--- src/rtl/wallace_tree_16_16.sv ---
// Registered Wallace-tree reduction for the 16x16 radix-4 Booth multiplier: eight aligned 32-bit
// partial products are compressed to a sum/carry pair, and their carry-propagate sum is registered.
module wallace_tree_16_16 (
   input  logic        clk,
   input  logic        rst_n,
   input  logic [31:0] booth_in0,
   input  logic [31:0] booth_in1,
   input  logic [31:0] booth_in2,
   input  logic [31:0] booth_in3,
   input  logic [31:0] booth_in4,
   input  logic [31:0] booth_in5,
   input  logic [31:0] booth_in6,
   input  logic [31:0] booth_in7,
   output logic [31:0] wallace_sout,
   output logic [31:0] wallace_cout,
   output logic [31:0] add_out
);

   // Carry word is the bitwise majority shifted up one place; bit 31's carry-out is dropped.
   function automatic logic [31:0] csa_sum(input logic [31:0] a, input logic [31:0] b,
                                           input logic [31:0] c);
      return a ^ b ^ c;
   endfunction

   function automatic logic [31:0] csa_carry(input logic [31:0] a, input logic [31:0] b,
                                             input logic [31:0] c);
      logic [31:0] maj;
      maj = (a & b) | (a & c) | (b & c);
      return {maj[30:0], 1'b0};
   endfunction

   logic [31:0] s1, k1, s2, k2;
   logic [31:0] s3, k3, s4, k4;
   logic [31:0] s5, k5;
   logic [31:0] sout_d, cout_d, add_d;
   logic [31:0] sout_q, cout_q, add_q;

   always_comb begin
      // Level 1: 8 -> 6 words
      s1 = csa_sum(booth_in0, booth_in1, booth_in2);
      k1 = csa_carry(booth_in0, booth_in1, booth_in2);
      s2 = csa_sum(booth_in3, booth_in4, booth_in5);
      k2 = csa_carry(booth_in3, booth_in4, booth_in5);
      // Level 2: 6 -> 4 words
      s3 = csa_sum(s1, k1, s2);
      k3 = csa_carry(s1, k1, s2);
      s4 = csa_sum(k2, booth_in6, booth_in7);
      k4 = csa_carry(k2, booth_in6, booth_in7);
      // Level 3: 4 -> 3 words
      s5 = csa_sum(s3, k3, s4);
      k5 = csa_carry(s3, k3, s4);
      // Level 4: 3 -> 2 words, then the final carry-propagate add
      sout_d = csa_sum(s5, k5, k4);
      cout_d = csa_carry(s5, k5, k4);
      add_d  = sout_d + cout_d;
   end

   always_ff @(posedge clk or negedge rst_n) begin
      if (!rst_n) begin
         sout_q <= '0;
         cout_q <= '0;
         add_q  <= '0;
      end else begin
         sout_q <= sout_d;
         cout_q <= cout_d;
         add_q  <= add_d;
      end
   end

   assign wallace_sout = sout_q;
   assign wallace_cout = cout_q;
   assign add_out      = add_q;

endmodule

--- config.mk ---
export PLATFORM = sky130hd
export DESIGN_NAME = wallace_tree_16_16
export DESIGN_NICKNAME = d
export VERILOG_FILES = /design/src/rtl/wallace_tree_16_16.sv
export SDC_FILE = /design/constraint.sdc
export NUM_CORES = 1
export LEC_CHECK = 0
export BUFFER_PORTS_ARGS = -buffer_cell sky130_fd_sc_hd__buf_2
export CORE_ASPECT_RATIO = 1.1
export CORE_MARGIN = 4
export CORE_UTILIZATION = 44
export CTS_CLUSTER_SIZE = 10
export DETAILED_ROUTE_END_ITERATION = 6
export HOLD_SLACK_MARGIN = 0.1
export PLACE_DENSITY = 0.77
export RECOVER_POWER = 25
export SLEW_MARGIN = 20
export SYNTH_ARGS = -nofsm -noshare
export SYNTH_HDL_FRONTEND = slang
export SYNTH_SLANG_ARGS = --single-unit
--- constraint.sdc ---
create_clock -name clk -period 0.8 [get_ports clk]
set_clock_uncertainty 0.15 [all_clocks]
set_input_delay 0.04 -clock clk [delete_from_list [all_inputs] [get_ports clk]]
set_output_delay 0.04 -clock clk [all_outputs]
set_load 0.1 [all_outputs]
==> tab_implementation.tex <==
\begin{tabular}{lr}
\hline
Metric & Value \\
\hline
\multicolumn{2}{l}{\textbf{Global route}} \\
Via count of the first global-routing pass & 8,198 \\
First-pass GRT wire length & 40,600 um \\
Initial antenna violation count & 0 \\
Global route overflow & 0 \\
Pin count of the biggest net entering global routing & 25 \\
Total global-route track usage & 24.3\% \\
\multicolumn{2}{l}{\textbf{Die}} \\
Overall die height & 155 um \\
Overall die area & 21,900 um\^{}2 \\
Initial Util & 45.0\% \\
Std cell rows & 53 \\
Core Box Area & 19,200 um\^{}2 \\
X dimension of the die & 142 um \\
Top Ports & 354 \\
\multicolumn{2}{l}{\textbf{Synthesis}} \\
Post-synthesis compound-gate area fraction & 6.57\% \\
Fraction of the yosys area taken by sequential cells & 26.7\% \\
Synth area leader & sky130\_fd\_sc\_hd\_\_fa\_1 \\
Adder-cell share of the synthesized area & 47.1\% \\
Yosys top cell area share & 42.5\% \\
Dominant combinational cell family by area after synthesis & adder cells \\
Simple-gate share of the synthesized area & 2.71\% \\
Synthesized netlist cell count & 761 \\
Netlist area before placement & 8630 um\^{}2 \\
Synth Area in XOR/XNOR & 3.86\% \\
Most frequently used flop master after synthesis & sky130\_fd\_sc\_hd\_\_dfrtp\_1 \\
Portion of netlist area occupied by mux cells & 0.116\% \\
Synth warnings & 0 \\
Distinct cells, synth & 51 \\
Number of enable-type register cells in the synthesized netlist & 0 \\
Avg Cell Area, Syn & 11.3 um\^{}2 \\
Share of flip-flops with an asynchronous set or reset & 100\% \\
Post-synthesis register bit count & 92 \\
Area contributors post-synth & sky130\_fd\_sc\_hd\_\_fa\_1, sky130\_fd\_sc\_hd\_\_dfrtp\_1, sky130\_fd\_sc\_hd\_\_inv\_1 \\
\multicolumn{2}{l}{\textbf{Routing}} \\
Drt drc & 0 \\
Wire length after detailed routing & 27,600 um \\
Number of iterations in the first detailed-routing pass & 4 \\
Total number of vias & 7,026 \\
Initial DRC Count & 181 \\
Remaining antenna violation count after routing & 0 \\
Vias per Instance & 4.74 \\
Post-detailed-route wirelength per cell & 18.6 um \\
\multicolumn{2}{l}{\textbf{Timing}} \\
Final-layout worst hold slack & -0.500 ns \\
Worst Max-Slew Pin Slew & 0.510 ns \\
Final setup violation count & 186 \\
Hold Vio Cnt, Final & 93 \\
Achievable frequency & 0.228 GHz \\
Slew HR & 66.0\% \\
Final cycle utilization of the critical path & 547\% \\
Setup repair after global routing missed its margin & yes \\
Final-report max-slew violation count & 0 \\
Setup slack after layout & -3.58 ns \\
Crit path time final & 4.38 ns \\
\multicolumn{2}{l}{\textbf{Placed design}} \\
Final weighted congestion of routability-driven global placement & 0.884 \\
Place WS & -3.99 ns \\
Dpl cells & 1,449 \\
Port bufs & 351 \\
Post-DP HPWL & 22,000 um \\
\multicolumn{2}{l}{\textbf{Worst setup path}} \\
Arrival time reported for the critical path endpoint & 4.51 ns \\
Buf+Inv Stages, Crit Path & 3 \\
Category of the worst setup path launch point & input pin \\
Crit-path cells & buf\_6 > inv\_4 > fa\_1 > fa\_1 > fa\_1 > fa\_1 > inv\_2 > ha\_4 > fa\_2 > a21o\_1 > a21oi\_2 > o21ai\_2 > a31oi\_4 > nand2b\_4 > o311a\_4 > o21ai\_2 > or4\_1 > nand4\_1 \\
Family with the most delay on the worst path & adder cells \\
Worst path slowest cell & sky130\_fd\_sc\_hd\_\_fa\_1 \\
Endpoint required time on the critical path & 0.93 ns \\
Delay of the slowest cell on the worst path & 0.60 ns \\
Start-to-end type of the worst setup path & in2reg \\
Type of destination of the critical path & register \\
CP Max Fanout & 3 \\
Cell with the most instances on the worst path & sky130\_fd\_sc\_hd\_\_fa\_1 \\
Path length in cells of the critical path & 18 \\
\multicolumn{2}{l}{\textbf{Clocking}} \\
Cell at the root of the clock tree & sky130\_fd\_sc\_hd\_\_clkbuf\_16 \\
Clock buffer depth & 2 \\
H-tree depth & 3 \\
CTS clk-pin slew, worst paths & 0.07 ns \\
Number of clock buffers inserted by TritonCTS & 9 \\
CTS tree & built \\
Clk sink count & 92 \\
\multicolumn{2}{l}{\textbf{Run}} \\
Max-cap check violation count & 0 \\
\multicolumn{2}{l}{\textbf{Finish}} \\
\# nets final & 1,703 \\
Antenna Cells & 0 \\
Post-layout util & 77.3\% \\
Final std cells w/o fill & 1,482 \\
Share of cells above drive strength 1 & 64.5\% \\
Most used cells in the layout excluding fill and tap cells & sky130\_fd\_sc\_hd\_\_buf\_2, sky130\_fd\_sc\_hd\_\_inv\_1, sky130\_fd\_sc\_hd\_\_fa\_1 \\
Area added between synthesis and finish & 71.6\% \\
Most common cell after layout, fill and taps aside & sky130\_fd\_sc\_hd\_\_buf\_2 \\
\multicolumn{2}{l}{\textbf{Outcome}} \\
Violations in the final reports & hold timing, setup timing \\
Run status & complete, but fails checks \\
\multicolumn{2}{l}{\textbf{Worst hold path}} \\
Classification of the worst-slack hold path & in2async \\
\hline
\end{tabular}
[per-layer routing]
metal | global-route usage [%] | share of wire (%)
met5 | 0 | 0
met4 | 10.4 | 3.9
met3 | 7.13 | 8.4
met2 | 47.9 | 58
met1 | 23.0 | 30
[synth_stat cells (5+ instances only)]
library cell / number
sky130_fd_sc_hd__xor2_1: 7
sky130_fd_sc_hd__nor2_1: 12
sky130_fd_sc_hd__o21ai_0: 8
sky130_fd_sc_hd__a21oi_1: 21
sky130_fd_sc_hd__ha_1: 32
sky130_fd_sc_hd__nand2_1: 7
sky130_fd_sc_hd__inv_1: 286
sky130_fd_sc_hd__nand3_1: 5
sky130_fd_sc_hd__fa_1: 183
sky130_fd_sc_hd__o21bai_1: 9
sky130_fd_sc_hd__xnor2_1: 31
sky130_fd_sc_hd__dfrtp_1: 92
sky130_fd_sc_hd__a21o_1: 7
[worst paths after layout]
kind / slack, ns / endpoint / from
min in group clk: -0.04 / wallace_sout[0] / booth_in7[0]
setup / recovery: -3.58 / add_out[30] / booth_in1[2]
max in group asynchronous: 0.20 / wallace_sout[0] / rst_n
hold / removal: -0.50 / wallace_sout[7] / rst_n
[stage by stage]
step	hold WS (ns)	setup TNS, ns	instance area, um^2
2_1_floorplan	-0.406	-180.46	9280
3_3_place_gp	-0.212	-207.55	13500
6_report	-0.500	-210.71	14800
3_5_place_dp	-0.213	-211.69	13500
4_1_cts	-0.588	-208.94	14400
5_1_grt	-0.490	-219.01	14800
[kinds of logic (layout without fill, tap and decap cells)]
group                    Yosys count  in the layout
AO/OA/AOI/OAI                     77             77
XOR/XNOR                          38             38
adder cells (fa/ha/maj)          215            215
buffers and inverters            292            765
flip-flops                        92             92
multiplexers                       1              1
other                              1              2
AND/OR/NAND/NOR                   45             45
[state kept, by name, summed over array words and instances, names as in the netlist]
name and flops:
wallace_sout 32, add_out 30, wallace_cout 30
[cell type report]
cell class                 instances  area (um^2)
clock buffer                      10          239
fill                            1094         4360
tap                              247          309
inverter                         286         1200
multi-input combinational        378         5780
timing repair buffer             463         4540
sequential                        92         2640
clock inverter                     6         87.6
[repair_timing]
item	4_1_cts	5_1_grt
gates cloned	0	0
pin swaps	45	59
setup buffers	11	11
hold endpoints to repair	94	94
setup endpoints to repair	186	186
resized for setup	145	108
Power is left out: the tool's default activity adds up to more than one toggle a clock period on the data nets, which glitch-free logic cannot reach.
